$ cat config.mk
export PLATFORM = sky130hd
export DESIGN_NAME = gpu_block_dispatcher
export DESIGN_NICKNAME = d
export VERILOG_FILES = /design/src/rtl/gpu_block_dispatcher_pkg.sv /design/src/rtl/gpu_block_dispatcher_rr_picker.sv /design/src/rtl/gpu_block_dispatcher.sv
export SDC_FILE = /design/constraint.sdc
export NUM_CORES = 1
export LEC_CHECK = 0
export CAP_MARGIN = 30
export CORE_MARGIN = 3
export CORE_UTILIZATION = 50
export CTS_CLUSTER_SIZE = 16
export DETAILED_ROUTE_END_ITERATION = 12
export PLACE_DENSITY = 0.76
export SYNTH_ARGS = -nofsm -noshare
export SYNTH_HDL_FRONTEND = slang
export SYNTH_SLANG_ARGS = --single-unit
$ cat constraint.sdc
create_clock -name clk -period 2.8 [get_ports clk]
set_clock_uncertainty 0.1 [all_clocks]
set_input_delay 0.42 -clock clk [delete_from_list [all_inputs] [get_ports clk]]
set_output_delay 0.42 -clock clk [all_outputs]
set_load 0.03 [all_outputs]
$ cat src/rtl/gpu_block_dispatcher_pkg.sv
// Shared types and helpers for the GPU block dispatcher: FSM encodings,
// block-count arithmetic and parameter legality.
package gpu_dispatch_pkg;

    typedef enum logic [1:0] {
        S_IDLE     = 2'd0,
        S_DISPATCH = 2'd1,
        S_DONE     = 2'd2
    } top_state_t;

    typedef enum logic [1:0] {
        C_FREE  = 2'd0,
        C_RESET = 2'd1,
        C_RUN   = 2'd2
    } core_state_t;

    // One extra bit of headroom so the round-up never overflows
    function automatic logic [32:0] ceil_blocks(input logic [31:0] tc, input int tpb);
        logic [32:0] sum;
        sum = {1'b0, tc} + 33'(tpb - 1);
        return sum >> $clog2(tpb);
    endfunction

    function automatic bit params_legal(input int nc, input int tpb, input int tcb, input int bib);
        return (nc >= 1) && (nc <= 16) && (tpb >= 1) && ((tpb & (tpb - 1)) == 0) &&
               (tcb >= 1) && (tcb <= 32) && (bib >= tcb - $clog2(tpb));
    endfunction

endpackage

$ cat src/rtl/gpu_block_dispatcher_rr_picker.sv
// Combinational round-robin search: first set bit of a free mask at or
// after a pointer, wrapping around, plus a found flag.
module dispatch_rr_picker #(
    parameter int NUM_CORES = 2,
    parameter int PW        = 1
) (
    input  logic [NUM_CORES-1:0] i_free_mask,
    input  logic [PW-1:0]        i_ptr,
    output logic [PW-1:0]        o_idx,
    output logic                 o_found
);

    always_comb begin
        o_found = 1'b0;
        o_idx   = '0;
        for (int i = 0; i < NUM_CORES; i++) begin
            if (!o_found && i_free_mask[i] && (PW'(i) >= i_ptr)) begin
                o_found = 1'b1;
                o_idx   = PW'(i);
            end
        end
        // Wrap-around pass covers the cores below the pointer
        for (int i = 0; i < NUM_CORES; i++) begin
            if (!o_found && i_free_mask[i]) begin
                o_found = 1'b1;
                o_idx   = PW'(i);
            end
        end
    end

endmodule

$ cat src/rtl/gpu_block_dispatcher.sv
// Splits a kernel launch into fixed-size thread blocks and hands them
// round-robin to free compute cores, tracking each core's reset/run lifecycle.
module gpu_block_dispatcher
    import gpu_dispatch_pkg::*;
#(
    parameter int NUM_CORES         = 2,
    parameter int THREADS_PER_BLOCK = 4,
    parameter int THREAD_COUNT_BITS = 8,
    parameter int BLOCK_ID_BITS     = 8,
    localparam int TC_BITS          = $clog2(THREADS_PER_BLOCK) + 1
) (
    input  logic                               clk,
    input  logic                               reset,
    input  logic                               start,
    input  logic [THREAD_COUNT_BITS-1:0]       thread_count,
    input  logic [NUM_CORES-1:0]               core_done,
    output logic [NUM_CORES-1:0]               core_reset,
    output logic [NUM_CORES-1:0]               core_start,
    output logic [NUM_CORES*BLOCK_ID_BITS-1:0] core_block_id,
    output logic [NUM_CORES*TC_BITS-1:0]       core_thread_count,
    output logic                               busy,
    output logic                               done
);

    localparam int LOG2_TPB = $clog2(THREADS_PER_BLOCK);
    localparam int CW       = THREAD_COUNT_BITS + 1;
    localparam int PW       = (NUM_CORES > 1) ? $clog2(NUM_CORES) : 1;
    localparam int RW       = CW + LOG2_TPB + 1;

    if (!params_legal(NUM_CORES, THREADS_PER_BLOCK, THREAD_COUNT_BITS, BLOCK_ID_BITS)) begin : g_bad_params
        $error("gpu_block_dispatcher: illegal parameter combination");
    end

    top_state_t                   r_state, w_state_nxt;
    logic [THREAD_COUNT_BITS-1:0] r_tc;
    logic [CW-1:0]                r_total, r_next_block, r_blocks_done;
    logic [PW-1:0]                r_rr_ptr;
    core_state_t                  r_cstate [NUM_CORES];
    logic [BLOCK_ID_BITS-1:0]     r_bid    [NUM_CORES];
    logic [TC_BITS-1:0]           r_cnt    [NUM_CORES];

    logic [NUM_CORES-1:0] w_free_mask, w_retire;
    logic [CW-1:0]        w_retire_cnt, w_done_sum, w_total_new;
    logic [PW-1:0]        w_pick_idx, w_rr_nxt;
    logic                 w_pick_found, w_assign;
    logic [RW-1:0]        w_remain;
    logic [TC_BITS-1:0]   w_blk_cnt;

    dispatch_rr_picker #(.NUM_CORES(NUM_CORES), .PW(PW)) u_picker (
        .i_free_mask (w_free_mask),
        .i_ptr       (r_rr_ptr),
        .o_idx       (w_pick_idx),
        .o_found     (w_pick_found)
    );

    always_comb begin
        w_retire_cnt = '0;
        for (int k = 0; k < NUM_CORES; k++) begin
            w_free_mask[k] = (r_cstate[k] == C_FREE);
            w_retire[k]    = (r_cstate[k] == C_RUN) && core_done[k];
            w_retire_cnt   = w_retire_cnt + CW'(w_retire[k]);
        end
        w_done_sum  = r_blocks_done + w_retire_cnt;
        w_total_new = CW'(ceil_blocks(32'(thread_count), THREADS_PER_BLOCK));
        w_assign    = (r_state == S_DISPATCH) && (r_next_block < r_total) && w_pick_found;
        w_rr_nxt    = (w_pick_idx == PW'(NUM_CORES - 1)) ? '0 : w_pick_idx + 1'b1;
        // Threads left from this block onward; only the last block can be short
        w_remain    = RW'(r_tc) - (RW'(r_next_block) << LOG2_TPB);
        w_blk_cnt   = (w_remain >= RW'(THREADS_PER_BLOCK)) ? TC_BITS'(THREADS_PER_BLOCK)
                                                           : TC_BITS'(w_remain);
    end

    always_comb begin
        w_state_nxt = r_state;
        case (r_state)
            S_IDLE:     if (start) w_state_nxt = (w_total_new == '0) ? S_DONE : S_DISPATCH;
            S_DISPATCH: if (w_done_sum == r_total) w_state_nxt = S_DONE;
            S_DONE:     if (!start) w_state_nxt = S_IDLE;
            default:    w_state_nxt = S_IDLE;
        endcase
    end

    always_ff @(posedge clk) begin
        if (reset) begin
            r_state       <= S_IDLE;
            r_tc          <= '0;
            r_total       <= '0;
            r_next_block  <= '0;
            r_blocks_done <= '0;
            r_rr_ptr      <= '0;
            for (int k = 0; k < NUM_CORES; k++) begin
                r_cstate[k] <= C_FREE;
                r_bid[k]    <= '0;
                r_cnt[k]    <= '0;
            end
        end else begin
            r_state <= w_state_nxt;
            if (r_state == S_IDLE && start) begin
                r_tc          <= thread_count;
                r_total       <= w_total_new;
                r_next_block  <= '0;
                r_blocks_done <= '0;
            end
            if (r_state == S_DISPATCH) r_blocks_done <= w_done_sum;
            if (w_assign) begin
                r_next_block <= r_next_block + 1'b1;
                r_rr_ptr     <= w_rr_nxt;
            end
            for (int k = 0; k < NUM_CORES; k++) begin
                case (r_cstate[k])
                    C_FREE: if (w_assign && w_pick_idx == PW'(k)) begin
                        r_cstate[k] <= C_RESET;
                        r_bid[k]    <= BLOCK_ID_BITS'(r_next_block);
                        r_cnt[k]    <= w_blk_cnt;
                    end
                    C_RESET: r_cstate[k] <= C_RUN;
                    C_RUN:   if (core_done[k]) r_cstate[k] <= C_FREE;
                    default: r_cstate[k] <= C_FREE;
                endcase
            end
        end
    end

    always_comb begin
        busy              = (r_state == S_DISPATCH);
        done              = (r_state == S_DONE);
        core_block_id     = '0;
        core_thread_count = '0;
        for (int k = 0; k < NUM_CORES; k++) begin
            core_reset[k] = (r_cstate[k] == C_RESET);
            core_start[k] = (r_cstate[k] == C_RUN);
            core_block_id[k*BLOCK_ID_BITS +: BLOCK_ID_BITS] = r_bid[k];
            core_thread_count[k*TC_BITS +: TC_BITS]         = r_cnt[k];
        end
    end

endmodule

### After elaboration in Yosys (flattened, before gate mapping)

Memory sizes are Yosys's and may differ from the RTL's.
Cells that the tools add are included.

| word-level totals | value |
|---|---|
| register bits | 38 |
| latch bits | 0 |
| bits in writable memories | 26 |
| ROM bits | 0 |
| logic and storage cells | 125 |
| memories kept | 3 |

Memories:

| name | depth | width | read ports | clocked after memory_dff | wr ports | line | text |
|---|---|---|---|---|---|---|---|
| r_bid | 2 | 8 | 2 | 0 | 2 | gpu_block_dispatcher.sv:39 | `logic [BLOCK_ID_BITS-1:0] r_bid [NUM_CORES];` |
| r_cnt | 2 | 3 | 2 | 0 | 2 | gpu_block_dispatcher.sv:40 | `logic [TC_BITS-1:0] r_cnt [NUM_CORES];` |
| r_cstate | 2 | 2 | 2 | 0 | 2 | gpu_block_dispatcher.sv:38 | `core_state_t r_cstate [NUM_CORES];` |

| operators by class | value |
|---|---|
| add/subtract/negate cells | 6 |
| multipliers | 0 |
| div/mod/pow operators | 0 |
| magnitude comparators | 4 |
| equality and inequality tests | 10 |
| shifts and indexed selects | 0 |
| mux-type cells | 59 |
| bitwise operators | 13 |
| reductions and logical operators | 24 |

Operators by type and width:

| kind | number |
|---|---|
| two-way mux 1 bit | 38 |
| two-way mux 9 bit | 3 |
| two-way mux 2 bit | 12 |
| two-way mux 8 bit | 2 |
| >= comparator 12 x 3 -> 1 bit, second input constant | 1 |
| logical AND 1 bit | 12 |
| bitwise OR 1 bit | 12 |
| subtractor 8 x 11 -> 12 bit | 1 |
| adder 8 x 2 -> 9 bit, second input constant | 1 |
| adder 9 x 1 -> 9 bit, second input constant | 1 |
| adder 9 x 2 -> 9 bit | 1 |
| == test 9 bit | 1 |
| zero test 9 bit | 1 |
| less-than comparator 9 bit | 1 |
| two-way mux 3 bit | 3 |
| == test 2 x 1 -> 1 bit, second input constant | 3 |
| == test 2 bit, second input constant | 3 |
| zero test 2 bit | 3 |
| case mux 2 bit (3 select lines) | 1 |
| OR reduction 3 bit | 2 |
| != test 2 bit, second input constant | 2 |
| nonzero test 2 bit | 2 |
| zero test 1 bit | 3 |
| AND reduction 3 bit | 1 |
| 5 further kinds | 6 |

### Depth between registers and ports, before layout

Gate-level depths: netlist of run 1.
An unclocked memory read counts as a cell.

| logic depth | value |
|---|---|
| depth in word-level cells | 24 |
| gate-level depth with buffers | 11 |
| mapped depth without buffers | 10 |

### Modules after synthesis

Synthesis of run 1 repeated with hierarchy kept, for this count alone.

| second synthesis, totals | value |
|---|---|
| cell total of the unflattened synthesis | 365 |
| area total of the unflattened synthesis | 3390.8 um^2 |

By module, submodules not included:

| module | times used | cells an instance | area an instance (um^2) | seq. area each (um^2) |
|---|---|---|---|---|
| gpu_block_dispatcher | 1 | 362 | 3373.2 | 1491.4 |
| dispatch_rr_picker | 1 | 3 | 17.5 | 0.0 |

### Worst setup path before layout of run 1

OpenSTA, ideal clock, no wires.

| timing path | value |
|---|---|
| kind | register -> register |
| from | memory r_cstate[0][0] in the netlist's numbering |
| to | register r_state[0] |
| setup time | 115 ps |
| arrival | 2831 ps |
| slack | -245 ps |
| stages on the path, launching flop included | 12 |
| period minus slack after synthesis | 3045 ps |
| cell sequence | edfxtp_1 > nor2b_1 > nand2_1 > fa_1 > inv_1 > ha_1 > buf_2 > or3b_1 > o211a_1 > o32ai_2 > nand3_1 > o21a_1 |

RTL lines:

| item | line | text |
|---|---|---|
| start, declared | gpu_block_dispatcher.sv:38 |  |
| end signal, assigned | gpu_block_dispatcher.sv:97 | `r_state <= w_state_nxt;` |
| end, declared | gpu_block_dispatcher.sv:34 | `top_state_t r_state, w_state_nxt;` |

==> results of run 1 <==
-- metal layers --
layer / part of all wire / wire, um / up-vias / GRT usage
li1: - / - / 1358 / -
met1: 0.45 / 3270 / 1261 / 0.273
met2: 0.48 / 3440 / 73 / 0.327
met3: 0.056 / 401 / 10 / 0.0350
met4: 0.014 / 102 / 0 / 0.0725
met5: 0 / 0 / - / 0
-- synthesized netlist by cell type, types with 3 or more instances --
| library cell | n |
|---|---|
| dfxtp_1 | 37 |
| nor2_1 | 37 |
| nand2_1 | 30 |
| edfxtp_1 | 25 |
| inv_1 | 23 |
| a21oi_1 | 22 |
| ha_1 | 14 |
| nand3_1 | 14 |
| xnor2_1 | 10 |
| nor2b_1 | 9 |
| a22oi_1 | 8 |
| nor3_1 | 8 |
| and2_1 | 7 |
| buf_2 | 7 |
| clkbuf_1 | 7 |
| nand4_1 | 6 |
| xor2_1 | 6 |
| a211oi_1 | 5 |
| a21o_1 | 5 |
| nand2b_1 | 5 |
| and3_1 | 4 |
| mux2_2 | 4 |
| o21ai_0 | 4 |
| nand3b_1 | 3 |
| nor4_1 | 3 |
| o22ai_1 | 3 |
| o31ai_1 | 3 |
| or2_2 | 3 |
-- sequential cells by signal, summed over array words and instances (netlist names) --
signal / count
r_bid: 16
r_blocks_done: 9
r_cnt: 6
r_cstate: 4
r_next_block: 9
r_rr_ptr: 1
r_state: 2
r_tc: 8
r_total: 7
-- cells in the final DEF, fill, tap and decap left out, drive strengths merged, types with 3 or more instances in the layout --
cell type,netlist,final
nand2,30,30
mux2,4,4
nand4,6,6
nor3,8,8
a21oi,22,22
a22oi,8,8
nand3b,3,3
a211oi,6,6
nor4,3,3
clkinv,0,4
and2,7,7
o21ai,5,5
nand3,14,14
clkdlybuf4s50,0,40
nor2b,9,9
dfxtp,37,37
and3,4,4
nor2,37,37
xnor2,10,10
clkbuf,8,9
o31ai,3,3
or2,3,3
xor2,6,6
or3b,4,4
nand2b,5,5
ha,14,14
inv,23,24
edfxtp,25,25
o22ai,3,3
a21o,5,5
buf,9,19
-- cell type report --
class	count	area, sq um	share of cell area
Sequential cell	62	1490	0.363
Multi-Input combinational cell	252	1670	0.406
Inverter	23	86.3	0.0210
Timing Repair Buffer	59	556	0.135
Clock buffer	9	124	0.0302
Tap cell	75	93.8	0.0229
Clock inverter	7	87.6	0.0213
-- worst paths after layout --
check                           slack (ns)                    startpoint                      endpoint
worst max-delay path                  0.20  r_cstate[0][0]$_SDFFCE_PP0P_       r_state[0]$_SDFFE_PP0P_
worst max register to register        0.20  r_cstate[0][0]$_SDFFCE_PP0P_       r_state[0]$_SDFFE_PP0P_
worst min-delay path                  0.36  r_next_block[7]$_SDFFE_PP0P_  r_next_block[7]$_SDFFE_PP0P_
worst min register to register        0.36  r_next_block[7]$_SDFFE_PP0P_  r_next_block[7]$_SDFFE_PP0P_
-- worst max-delay path: stages (launching register included) --
cell	delay, ns
edfxtp_1	0.48
nor2b_4	0.15
nand2_1	0.08
fa_1	0.42
inv_1	0.07
ha_1	0.15
or3b_1	0.35
o211a_1	0.15
o32ai_2	0.27
nand3_1	0.10
o21a_1	0.18
-- per-stage QoR --
step | utilization | area, sq um | std cells
floorplan | - | 3320 | 354
global placement | 0.631 | 3890 | 471
detailed placement | 0.631 | 3890 | 471
CTS | 0.666 | 4110 | 487
global route | 0.666 | 4110 | 487
finish | 0.666 | 4110 | 487
-- kinds of logic (layout without fill, tap and decap cells) --
group | after synthesis | in the layout
flip-flops | 62 | 62
AND/OR/NAND/NOR | 146 | 146
multiplexers | 4 | 4
AO/OA/AOI/OAI | 68 | 68
adder cells (fa/ha/maj) | 16 | 16
buffers and inverters | 40 | 98
XOR/XNOR | 16 | 16
other | 1 | 2
-- power by group --
| part | switching (mW) | leakage (nW) | internal (mW) |
|---|---|---|---|
| sequential | 0.0574 | 0.562 | 1.02 |
| clock | 0.356 | 0.111 | 0.496 |
| combinational | 0.376 | 0.948 | 0.290 |
| total | 0.789 | 1.62 | 1.81 |
==> impl_results.html, run 1 <==
<table>
<tr><th>Metric</th><th>Value</th></tr>
<tr><th colspan="2">Outcome</th></tr>
<tr><td>Result of the run</td><td>completed</td></tr>
<tr><th colspan="2">Synth</th></tr>
<tr><td>Distinct cells, synth</td><td>just under 60</td></tr>
<tr><td>Cell count after synthesis</td><td>353</td></tr>
<tr><td>Mapped Avg Cell Area</td><td>9.36 sq um</td></tr>
<tr><td>Register area share after synthesis</td><td>0.452</td></tr>
<tr><td>Area share of the leading cell type in the synthesized netlist</td><td>0.227</td></tr>
<tr><td>Area share of xor/xnor cells in the synthesized design</td><td>0.0424</td></tr>
<tr><td>Most used flip-flop cell after synthesis</td><td>dfxtp_1</td></tr>
<tr><td>Cell type with the largest total area after synthesis</td><td>edfxtp_1</td></tr>
<tr><td>Leading cell types by total area after synthesis</td><td>edfxtp_1, dfxtp_1, ha_1, nor2_1, nand2_1</td></tr>
<tr><td>Combinational family with the most area after synthesis</td><td>simple AND/OR/NAND/NOR gates</td></tr>
<tr><td>Portion of netlist area occupied by mux cells</td><td>0.0136</td></tr>
<tr><td>Area fraction in and, or, nand and nor cells after synthesis</td><td>0.230</td></tr>
<tr><td>FFs w/ async S/R, synth</td><td>0</td></tr>
<tr><td>Post-Synth Adder-Cell Area</td><td>0.0652</td></tr>
<tr><td>Netlist Area Pre-Place</td><td>~0.0033 sq mm</td></tr>
<tr><td>Number of enable flip-flop cells after synthesis</td><td>25</td></tr>
<tr><td>Yosys reg bits</td><td>62</td></tr>
<tr><td>Fraction of the mapped netlist area in compound gates</td><td>0.147</td></tr>
<tr><td>Yosys warning total</td><td>0</td></tr>
<tr><th colspan="2">Global routing</th></tr>
<tr><td>Antenna violations before repair</td><td>0</td></tr>
<tr><td>Largest net degree at the start of global routing</td><td>29</td></tr>
<tr><td>Global route overflow</td><td>0</td></tr>
<tr><td>Number of global-route vias before repair</td><td>2578</td></tr>
<tr><td>First-pass GRT wire length</td><td>about 12 mm</td></tr>
<tr><td>All-layer global routing usage</td><td>0.203</td></tr>
<tr><th colspan="2">Clock tree</th></tr>
<tr><td>CTS tree</td><td>done</td></tr>
<tr><td>CTS resizes</td><td>0</td></tr>
<tr><td>Latest clock arrival within the worst-skew pair</td><td>around 0.34 ns</td></tr>
<tr><td>Clock Path Buffers</td><td>2</td></tr>
<tr><td>Total clock sinks</td><td>62</td></tr>
<tr><td>Number of buffers inserted by post-CTS setup repair</td><td>0</td></tr>
<tr><td>Clock Tree Root</td><td>clkbuf_8</td></tr>
<tr><td>Post-cts hold buffer count</td><td>0</td></tr>
<tr><td>Depth of the CTS H-tree</td><td>3</td></tr>
<tr><td>Clock slew seen by the registers of the worst setup and hold paths</td><td>~0.07 ns</td></tr>
<tr><td>Clock buffer count from CTS</td><td>9</td></tr>
<tr><th colspan="2">STA</th></tr>
<tr><td>Final number of setup-violating endpoints</td><td>0</td></tr>
<tr><td>Final hold slack</td><td>around 0.36 ns</td></tr>
<tr><td>Number of hold violations in the final report</td><td>0</td></tr>
<tr><td>Final TNS setup</td><td>0 ns</td></tr>
<tr><td>Worst-margin pin slew</td><td>0.686 ns</td></tr>
<tr><td>Worst path setup slack after routing</td><td>0.195 ns</td></tr>
<tr><td>Setup repair after global routing missed its margin</td><td>false</td></tr>
<tr><td>Post-layout min period</td><td>roughly 2.6 ns</td></tr>
<tr><td>Remaining max-slew budget at the tightest pin</td><td>0.542</td></tr>
<tr><td>Number of slew-limit violations in the final report</td><td>0</td></tr>
<tr><td>Final worst-path cycle share</td><td>0.930</td></tr>
<tr><td>Top achievable clock speed</td><td>384 MHz</td></tr>
<tr><th colspan="2">Worst setup path</th></tr>
<tr><td>Arrival time at the worst endpoint</td><td>2.74 ns</td></tr>
<tr><td>Crit end category</td><td>flop</td></tr>
<tr><td>Worst setup path category</td><td>reg -&gt; reg</td></tr>
<tr><td>Worst Path Required</td><td>slightly below 3 ns</td></tr>
<tr><td>Startpoint type of the worst setup path</td><td>flop</td></tr>
<tr><td>Maximum fanout encountered on the critical timing path</td><td>5</td></tr>
<tr><td>Worst reg2reg path depth</td><td>10</td></tr>
<tr><th colspan="2">Power and ir drop</th></tr>
<tr><td>Overall power of the completed layout</td><td>between 2 and 3 mW</td></tr>
<tr><td>Worst voltage drop across the vdd grid</td><td>387 uV</td></tr>
<tr><td>Reported leakage power</td><td>~1.6 nW</td></tr>
<tr><td>Power Density</td><td>~630 mW/mm^2</td></tr>
<tr><th colspan="2">Detailed routing</th></tr>
<tr><td>Detailed-route via count</td><td>2702</td></tr>
<tr><td>Remaining design rule violation count</td><td>0</td></tr>
<tr><td>First-pass detailed-route iteration total</td><td>4</td></tr>
<tr><td>Antenna Nets Post-Route</td><td>0</td></tr>
<tr><td>Routed len/inst</td><td>14.8 um</td></tr>
<tr><td>DRC marker count from the first detailed-route iteration</td><td>211</td></tr>
<tr><td>Routed wire length</td><td>7.22 mm</td></tr>
<tr><td>Post-detailed-route via-to-cell ratio</td><td>between 5 and 6</td></tr>
<tr><th colspan="2">Final layout</th></tr>
<tr><td>FILL cells</td><td>around 530</td></tr>
<tr><td>Number of inserted diodes</td><td>0</td></tr>
<tr><td>Net total in the final layout</td><td>436</td></tr>
<tr><td>Share of final-layout standard cells stronger than drive strength 1</td><td>0.126</td></tr>
<tr><td>Area delta synth-&gt;final</td><td>24.3%</td></tr>
<tr><th colspan="2">Place</th></tr>
<tr><td>Half-perimeter wire length of the detailed placement result</td><td>between 5 and 6 mm</td></tr>
<tr><td>Routability congestion estimate</td><td>~0.86</td></tr>
<tr><td>Pre-CTS setup slack</td><td>-0.0764 ns</td></tr>
<tr><td>IO buf count</td><td>40</td></tr>
<tr><th colspan="2">Die</th></tr>
<tr><td>Initial Utilization</td><td>0.536</td></tr>
<tr><td>DIE AREA</td><td>0.00762 sq mm</td></tr>
<tr><td>Vertical extent of the die</td><td>a little under 90 um</td></tr>
<tr><td>Number of cell rows</td><td>28</td></tr>
<tr><td>Horizontal extent of the die</td><td>about 87 um</td></tr>
<tr><td>Core area</td><td>0.00617 sq mm</td></tr>
<tr><td>IO Pins</td><td>41</td></tr>
<tr><th colspan="2">Job</th></tr>
<tr><td>Max capacitance violation total</td><td>0</td></tr>
<tr><th colspan="2">Hold path</th></tr>
<tr><td>Worst hold stages</td><td>2</td></tr>
<tr><td>Min-Delay Path Class</td><td>reg -&gt; reg</td></tr>
</table>
(Power assumes the default switching activity.)
==> run 2: changes to the inputs <==
CORE_ASPECT_RATIO = 2   (was not set)
==> run 2 against run 1 <==
Sequential cell count did not move. Register-to-register slack hardly changed. Routed wire length grew 8.4%. Critical path type unchanged. Global-route usage increased by 1.0 points. Hold slack worse by 0.0056 ns. Largest power group unchanged. Cell area grew 1.6%. Via count grew 2.3%. Largest cell class unchanged. First-iteration DRC count shrank 46%. Non-clock buffer count down 4. Total power up 8.7%. Maximum frequency decreased by 0.26%.
==> impl_results.html, run 2 (synthesis gave the netlist of run 1 again) <==
<table>
<tr><th>Metric</th><th>Value</th></tr>
<tr><th colspan="2">Clock tree</th></tr>
<tr><td>Post-cts hold buffer count</td><td>0</td></tr>
<tr><td>Clock buffer count from CTS</td><td>9</td></tr>
<tr><td>Latest clock arrival within the worst-skew pair</td><td>~0.33 ns</td></tr>
<tr><td>CTS tree</td><td>done</td></tr>
<tr><td>Clock Path Buffers</td><td>2</td></tr>
<tr><td>Depth of the CTS H-tree</td><td>3</td></tr>
<tr><td>Total clock sinks</td><td>between 60 and 70</td></tr>
<tr><td>Clock Tree Root</td><td>clkbuf_16</td></tr>
<tr><td>Clock slew seen by the registers of the worst setup and hold paths</td><td>approximately 0.05 ns</td></tr>
<tr><th colspan="2">Final layout</th></tr>
<tr><td>Net total in the final layout</td><td>between 400 and 500</td></tr>
<tr><td>Max FFs per register</td><td>16</td></tr>
<tr><td>Largest regs</td><td>r_bid: 16 flops, r_blocks_done: 9 flops, r_next_block: 9 flops</td></tr>
<tr><td>Number of inserted diodes</td><td>0</td></tr>
<tr><td>Leading cell types in the layout, fill and taps excluded</td><td>clkdlybuf4s50_1, nor2_1, dfxtp_1, nand2_1, edfxtp_1</td></tr>
<tr><td>Final cell utilization of the core</td><td>0.655</td></tr>
<tr><td>Area delta synth-&gt;final</td><td>26.2%</td></tr>
<tr><td>Share of final-layout standard cells stronger than drive strength 1</td><td>0.118</td></tr>
<tr><td>Largest register by flop count</td><td>r_bid</td></tr>
<tr><td>Most frequent standard cell in the layout excluding fill and tap cells</td><td>clkdlybuf4s50_1</td></tr>
<tr><th colspan="2">STA</th></tr>
<tr><td>Top achievable clock speed</td><td>roughly 380 MHz</td></tr>
<tr><td>Worst-margin pin slew</td><td>roughly 0.7 ns</td></tr>
<tr><td>Post-layout min period</td><td>between 2 and 3 ns</td></tr>
<tr><td>Final TNS setup</td><td>0 ns</td></tr>
<tr><td>Number of hold violations in the final report</td><td>0</td></tr>
<tr><td>Remaining max-slew budget at the tightest pin</td><td>0.530</td></tr>
<tr><td>Setup repair after global routing missed its margin</td><td>false</td></tr>
<tr><td>Final number of setup-violating endpoints</td><td>0</td></tr>
<tr><td>Number of slew-limit violations in the final report</td><td>0</td></tr>
<tr><td>Final worst-path cycle share</td><td>0.933</td></tr>
<tr><th colspan="2">Detailed routing</th></tr>
<tr><td>Routed wire length</td><td>around 7.8 mm</td></tr>
<tr><td>Detailed-routed wire length on met3</td><td>around 310 um</td></tr>
<tr><td>Remaining design rule violation count</td><td>0</td></tr>
<tr><td>Routed len/inst</td><td>about 16 um</td></tr>
<tr><td>Highest metal used</td><td>met4</td></tr>
<tr><td>Routed met2 length</td><td>4.38 mm</td></tr>
<tr><td>First-pass detailed-route iteration total</td><td>5</td></tr>
<tr><td>Detailed-route via count</td><td>2763</td></tr>
<tr><td>Antenna Nets Post-Route</td><td>0</td></tr>
<tr><td>M1 WL</td><td>~2.7 mm</td></tr>
<tr><td>DRC marker count from the first detailed-route iteration</td><td>114</td></tr>
<tr><td>Post-detailed-route via-to-cell ratio</td><td>~5.6</td></tr>
<tr><th colspan="2">Hold path</th></tr>
<tr><td>Min-Delay Path Class</td><td>reg -&gt; reg</td></tr>
<tr><th colspan="2">Global routing</th></tr>
<tr><td>Number of global-route vias before repair</td><td>approximately 2700</td></tr>
<tr><td>Largest net degree at the start of global routing</td><td>44</td></tr>
<tr><td>First-pass GRT wire length</td><td>~13 mm</td></tr>
<tr><td>Global route overflow</td><td>0</td></tr>
<tr><td>All-layer global routing usage</td><td>0.213</td></tr>
<tr><td>Antenna violations before repair</td><td>0</td></tr>
<tr><th colspan="2">Worst setup path</th></tr>
<tr><td>Startpoint type of the worst setup path</td><td>flop</td></tr>
<tr><td>Worst setup path category</td><td>reg -&gt; reg</td></tr>
<tr><td>Worst Path Required</td><td>about 2.8 ns</td></tr>
<tr><td>Worst reg2reg path depth</td><td>7</td></tr>
<tr><td>Crit end category</td><td>flop</td></tr>
<tr><td>Timing startpoint of the critical path</td><td>r_next_block[5]$_SDFFE_PP0P_</td></tr>
<tr><td>Arrival time at the worst endpoint</td><td>between 2 and 3 ns</td></tr>
<tr><td>Maximum fanout encountered on the critical timing path</td><td>6</td></tr>
<tr><td>Endpoint of the worst register-to-register path</td><td>r_cnt[0][2]$_DFFE_PP_</td></tr>
<tr><td>Worst setup endpoint</td><td>r_cnt[0][2]$_DFFE_PP_</td></tr>
<tr><td>R2r startpoint</td><td>r_next_block[5]$_SDFFE_PP0P_</td></tr>
<tr><td>Reg2Reg Setup Slack</td><td>about 0.19 ns</td></tr>
<tr><th colspan="2">Die</th></tr>
<tr><td>Number of cell rows</td><td>41</td></tr>
<tr><td>IO Pins</td><td>between 40 and 50</td></tr>
<tr><td>Vertical extent of the die</td><td>~120 um</td></tr>
<tr><td>Core area</td><td>between 0.006 and 0.007 sq mm</td></tr>
<tr><td>Horizontal extent of the die</td><td>63.5 um</td></tr>
<tr><td>DIE AREA</td><td>between 0.007 and 0.008 sq mm</td></tr>
<tr><td>Initial Utilization</td><td>0.519</td></tr>
<tr><th colspan="2">Place</th></tr>
<tr><td>Half-perimeter wire length of the detailed placement result</td><td>5.77 mm</td></tr>
<tr><td>IO buf count</td><td>40</td></tr>
<tr><td>Routability congestion estimate</td><td>between 0.9 and 1</td></tr>
<tr><th colspan="2">Power and ir drop</th></tr>
<tr><td>Overall power of the completed layout</td><td>roughly 2.8 mW</td></tr>
<tr><td>Power Density</td><td>a little under 700 mW/mm^2</td></tr>
<tr><td>Reported leakage power</td><td>between 1.5 and 2 nW</td></tr>
<tr><td>Worst voltage drop across the vdd grid</td><td>522 uV</td></tr>
<tr><th colspan="2">Job</th></tr>
<tr><td>Max capacitance violation total</td><td>0</td></tr>
<tr><th colspan="2">Outcome</th></tr>
<tr><td>Result of the run</td><td>completed</td></tr>
</table>
run 2: changes by cell type in the layout (fill, tap and decap cells not counted), moves of 3 or more:
cell and delta:
buf_4 -4, clkbuf_16 +9, clkbuf_8 -9, clkinvlp_4 +3
run 2: power by group:
group | total (mW) | switching [mW] | internal (mW)
clock | 1.07 | 0.387 | 0.684
combinational | 0.672 | 0.389 | 0.283
sequential | 1.08 | 0.0567 | 1.02
total | 2.82 | 0.833 | 1.99
run 2: how the worst min path moves through the flow:
stage,endpoint,startpoint,cells past startpoint
6_report,r_next_block[7]$_SDFFE_PP0P_,r_next_block[7]$_SDFFE_PP0P_,2
2_1_floorplan,r_next_block[7]$_SDFFE_PP0P_,r_next_block[7]$_SDFFE_PP0P_,2
3_3_place_gp,r_tc[0]$_SDFFE_PP0P_,r_tc[0]$_SDFFE_PP0P_,2
4_1_cts,r_tc[0]$_SDFFE_PP0P_,r_tc[0]$_SDFFE_PP0P_,2
3_5_place_dp,r_tc[0]$_SDFFE_PP0P_,r_tc[0]$_SDFFE_PP0P_,2
5_1_grt,r_tc[0]$_SDFFE_PP0P_,r_tc[0]$_SDFFE_PP0P_,2
run 2: routing by layer:
layer | track usage | vias to the layer above
met5 | 0 | -
met4 | 0.135 | 0
met3 | 0.0482 | 34
met2 | 0.404 | 88
met1 | 0.197 | 1284
li1 | - | 1357
run 2: worst max-delay path: stages (launching register included):
cell and delay, ns:
dfxtp_1 0.45, inv_1 0.15, ha_1 0.40, inv_1 0.08, a221o_1 0.33, a2111oi_2 0.38
o21ai_1 0.24, and2_1 0.23
run 2: stage by stage:
step	std cells	setup WS [ns]	hold slack [ns]	cell area (sq um)
2_1_floorplan	354	0.0244	0.332	3320
3_3_place_gp	477	-0.0302	0.346	3870
3_5_place_dp	477	-0.0920	0.351	3870
4_1_cts	493	0.143	0.359	4160
5_1_grt	494	0.0119	0.379	4170
6_report	494	0.188	0.358	4170
run 2: final cells by class:
class,instances,area [sq um]
Timing Repair Buffer,55,526
Fill cell,560,2190
Sequential cell,62,1490
Tap cell,86,108
Clock buffer,10,229
Inverter,23,86.3
Multi-Input combinational cell,252,1670
Clock inverter,6,62.6
run 2: repair_timing:
| item | CTS | global route |
|---|---|---|
| setup endpoints to repair | 0 | 1 |
| resized for setup | 0 | 0 |
| setup buffers | 0 | 1 |
==> run 3: changes to the inputs <==
CORE_UTILIZATION = 57   (was 50)
DONT_BUFFER_PORTS = 1   (was not set)
PLACE_DENSITY = 0.75   (was 0.76)
==> run 3 against run 2 <==
Register-to-register slack better by 0.03 ns. Combinational power down 24%. Non-clock buffer count down 40. Total power down 16%. Cell area down 13%. Highest routed layer unchanged. Count of clock-buffer cells in the layout up 1.
==> impl_results.html, run 3 (synthesis gave the netlist of run 1 again) <==
<table>
<tr><th>Metric</th><th>Value</th></tr>
<tr><th colspan="2">Worst setup path</th></tr>
<tr><td>Worst reg2reg path depth</td><td>10</td></tr>
<tr><td>Endpoint of the worst register-to-register path</td><td>r_state[0]$_SDFFE_PP0P_</td></tr>
<tr><td>Maximum fanout encountered on the critical timing path</td><td>4</td></tr>
<tr><td>Startpoint type of the worst setup path</td><td>flop</td></tr>
<tr><td>Worst setup path category</td><td>reg -&gt; reg</td></tr>
<tr><td>Crit end category</td><td>flop</td></tr>
<tr><td>Arrival time at the worst endpoint</td><td>between 2 and 3 ns</td></tr>
<tr><td>R2r startpoint</td><td>r_cstate[0][0]$_SDFFCE_PP0P_</td></tr>
<tr><td>Worst Path Required</td><td>around 3 ns</td></tr>
<tr><td>Reg2Reg Setup Slack</td><td>0.22 ns</td></tr>
<tr><th colspan="2">Final layout</th></tr>
<tr><td>FILL cells</td><td>between 400 and 500</td></tr>
<tr><td>Net total in the final layout</td><td>392</td></tr>
<tr><td>Area delta synth-&gt;final</td><td>9.96%</td></tr>
<tr><td>Number of inserted diodes</td><td>0</td></tr>
<tr><td>Design area</td><td>roughly 0.0036 sq mm</td></tr>
<tr><td>Share of final-layout standard cells stronger than drive strength 1</td><td>0.128</td></tr>
<tr><td>Largest register by flop count</td><td>r_bid</td></tr>
<tr><td>Largest regs</td><td>r_bid: 16 flops, r_blocks_done: 9 flops, r_next_block: 9 flops</td></tr>
<tr><td>Non-filler cells, final</td><td>428</td></tr>
<tr><td>Leading cell types in the layout, fill and taps excluded</td><td>nor2_1, dfxtp_1, nand2_1, edfxtp_1, inv_1</td></tr>
<tr><td>Max FFs per register</td><td>16</td></tr>
<tr><td>Final cell utilization of the core</td><td>0.659</td></tr>
<tr><th colspan="2">Power and ir drop</th></tr>
<tr><td>Power Density</td><td>about 660 mW/mm^2</td></tr>
<tr><td>Reported leakage power</td><td>between 1 and 1.5 nW</td></tr>
<tr><td>Worst voltage drop across the vdd grid</td><td>between 500 and 600 uV</td></tr>
<tr><th colspan="2">STA</th></tr>
<tr><td>Setup repair after global routing missed its margin</td><td>false</td></tr>
<tr><td>Final hold slack</td><td>about 0.048 ns</td></tr>
<tr><td>Number of slew-limit violations in the final report</td><td>0</td></tr>
<tr><td>Final worst-path cycle share</td><td>0.922</td></tr>
<tr><td>Final number of setup-violating endpoints</td><td>0</td></tr>
<tr><td>Post-layout min period</td><td>2.58 ns</td></tr>
<tr><td>Number of hold violations in the final report</td><td>0</td></tr>
<tr><td>Top achievable clock speed</td><td>387 MHz</td></tr>
<tr><td>Worst-margin pin slew</td><td>between 0.6 and 0.7 ns</td></tr>
<tr><td>Final TNS setup</td><td>0 ns</td></tr>
<tr><td>Remaining max-slew budget at the tightest pin</td><td>0.543</td></tr>
<tr><th colspan="2">Clock tree</th></tr>
<tr><td>Clock Tree Root</td><td>clkbuf_8</td></tr>
<tr><td>Total clock sinks</td><td>62</td></tr>
<tr><td>Clock buffer count from CTS</td><td>9</td></tr>
<tr><td>CTS tree</td><td>done</td></tr>
<tr><td>Clock slew seen by the registers of the worst setup and hold paths</td><td>0.07 ns</td></tr>
<tr><td>Latest clock arrival within the worst-skew pair</td><td>about 0.34 ns</td></tr>
<tr><td>Clock Path Buffers</td><td>2</td></tr>
<tr><td>Post-cts hold buffer count</td><td>0</td></tr>
<tr><td>Depth of the CTS H-tree</td><td>3</td></tr>
<tr><th colspan="2">Die</th></tr>
<tr><td>Vertical extent of the die</td><td>roughly 110 um</td></tr>
<tr><td>DIE AREA</td><td>0.00680 sq mm</td></tr>
<tr><td>Initial Utilization</td><td>0.599</td></tr>
<tr><td>IO Pins</td><td>41</td></tr>
<tr><td>Core area</td><td>0.00552 sq mm</td></tr>
<tr><td>Horizontal extent of the die</td><td>between 50 and 60 um</td></tr>
<tr><td>Number of cell rows</td><td>38</td></tr>
<tr><th colspan="2">Global routing</th></tr>
<tr><td>Global route overflow</td><td>0</td></tr>
<tr><td>All-layer global routing usage</td><td>0.224</td></tr>
<tr><td>First-pass GRT wire length</td><td>about 11 mm</td></tr>
<tr><td>Met2 capacity usage during global routing</td><td>0.370</td></tr>
<tr><td>Number of global-route vias before repair</td><td>2483</td></tr>
<tr><td>Largest net degree at the start of global routing</td><td>45</td></tr>
<tr><td>Antenna violations before repair</td><td>0</td></tr>
<tr><td>GR Util met3</td><td>0.0646</td></tr>
<tr><td>Peak-usage layer in the global routing report</td><td>met2</td></tr>
<tr><td>Met1 Track Usage GR</td><td>0.217</td></tr>
<tr><th colspan="2">Place</th></tr>
<tr><td>Routability congestion estimate</td><td>between 0.8 and 0.9</td></tr>
<tr><td>Dpl cells</td><td>410</td></tr>
<tr><td>IO buf count</td><td>0</td></tr>
<tr><td>Half-perimeter wire length of the detailed placement result</td><td>approximately 5.3 mm</td></tr>
<tr><td>Area post-placement</td><td>approximately 0.0034 sq mm</td></tr>
<tr><th colspan="2">Detailed routing</th></tr>
<tr><td>Antenna Nets Post-Route</td><td>0</td></tr>
<tr><td>Post-detailed-route via-to-cell ratio</td><td>5.99</td></tr>
<tr><td>DRC marker count from the first detailed-route iteration</td><td>between 100 and 150</td></tr>
<tr><td>Detailed-route via count</td><td>between 2000 and 3000</td></tr>
<tr><td>Routed len/inst</td><td>between 15 and 20 um</td></tr>
<tr><td>Remaining design rule violation count</td><td>0</td></tr>
<tr><td>First-pass detailed-route iteration total</td><td>4</td></tr>
<tr><td>Routed wire length</td><td>approximately 7 mm</td></tr>
<tr><th colspan="2">Job</th></tr>
<tr><td>Max capacitance violation total</td><td>0</td></tr>
<tr><th colspan="2">Hold path</th></tr>
<tr><td>Min-Delay Path Class</td><td>in -&gt; reg</td></tr>
<tr><td>Hold Crit Endpoint</td><td>r_next_block[7]$_SDFFE_PP0P_</td></tr>
<tr><td>Source of the worst hold timing path</td><td>reset</td></tr>
<tr><td>Worst hold stages</td><td>1</td></tr>
<tr><th colspan="2">Outcome</th></tr>
<tr><td>Result of the run</td><td>completed</td></tr>
</table>
-- run 3: worst max path at each step --
| stage | from | depth (start not counted) | end |
|---|---|---|---|
| floorplan | r_cstate[1][1]$_DFFE_PP_ | 11 | r_state[0]$_SDFFE_PP0P_ |
| global placement | r_cstate[0][1]$_SDFFCE_PP0P_ | 10 | r_state[0]$_SDFFE_PP0P_ |
| detailed placement | r_cstate[0][0]$_SDFFCE_PP0P_ | 10 | r_state[0]$_SDFFE_PP0P_ |
| CTS | r_cstate[0][1]$_SDFFCE_PP0P_ | 10 | r_state[0]$_SDFFE_PP0P_ |
| global route | r_cstate[0][1]$_SDFFCE_PP0P_ | 10 | r_state[0]$_SDFFE_PP0P_ |
| finish | r_cstate[0][0]$_SDFFCE_PP0P_ | 10 | r_state[0]$_SDFFE_PP0P_ |
-- run 3: routing by layer --
metal,routed length (um),up-vias
li1,-,1273
met1,2520,1178
met2,3750,78
met3,262,33
met4,458,0
met5,0,-
-- run 3: timing repair --
action,in CTS,in global routing
gates resized for setup,0,2
endpoints found under the setup margin,0,2
endpoints found under the hold margin,0,0
buffers inserted,0,2
-- run 3: per-stage QoR --
stage	power, mW	setup WS [ns]
6_report	2.38	0.218
5_1_grt	2.50	0.0486
4_1_cts	2.38	0.119
3_5_place_dp	1.66	0.128
3_3_place_gp	1.65	0.200
2_1_floorplan	1.52	0.0244
-- run 3: layout make-up --
type	instances	area (sq um)	area share
clock buffer	11	131	0.0362
tap	60	75.1	0.0207
timing repair buffer	15	125	0.0344
sequential	62	1490	0.411
clock inverter	5	51.3	0.0141
inverter	23	86.3	0.0238
multi-input combinational	252	1670	0.460
-- run 3: report_power, final --
part	switching (mW)	total, mW	internal, mW
clock	0.323	0.728	0.405
combinational	0.293	0.509	0.216
sequential	0.116	1.14	1.03
-- run 3: critical path, stage by stage, from the launching register on --
cell and delay (ns):
edfxtp_1 0.43, nor2b_4 0.13, nand2_1 0.09, fa_2 0.38, inv_1 0.07, ha_2 0.21
or3b_1 0.35, o211a_1 0.14, o32ai_2 0.28, nand3_1 0.11, o21a_1 0.19
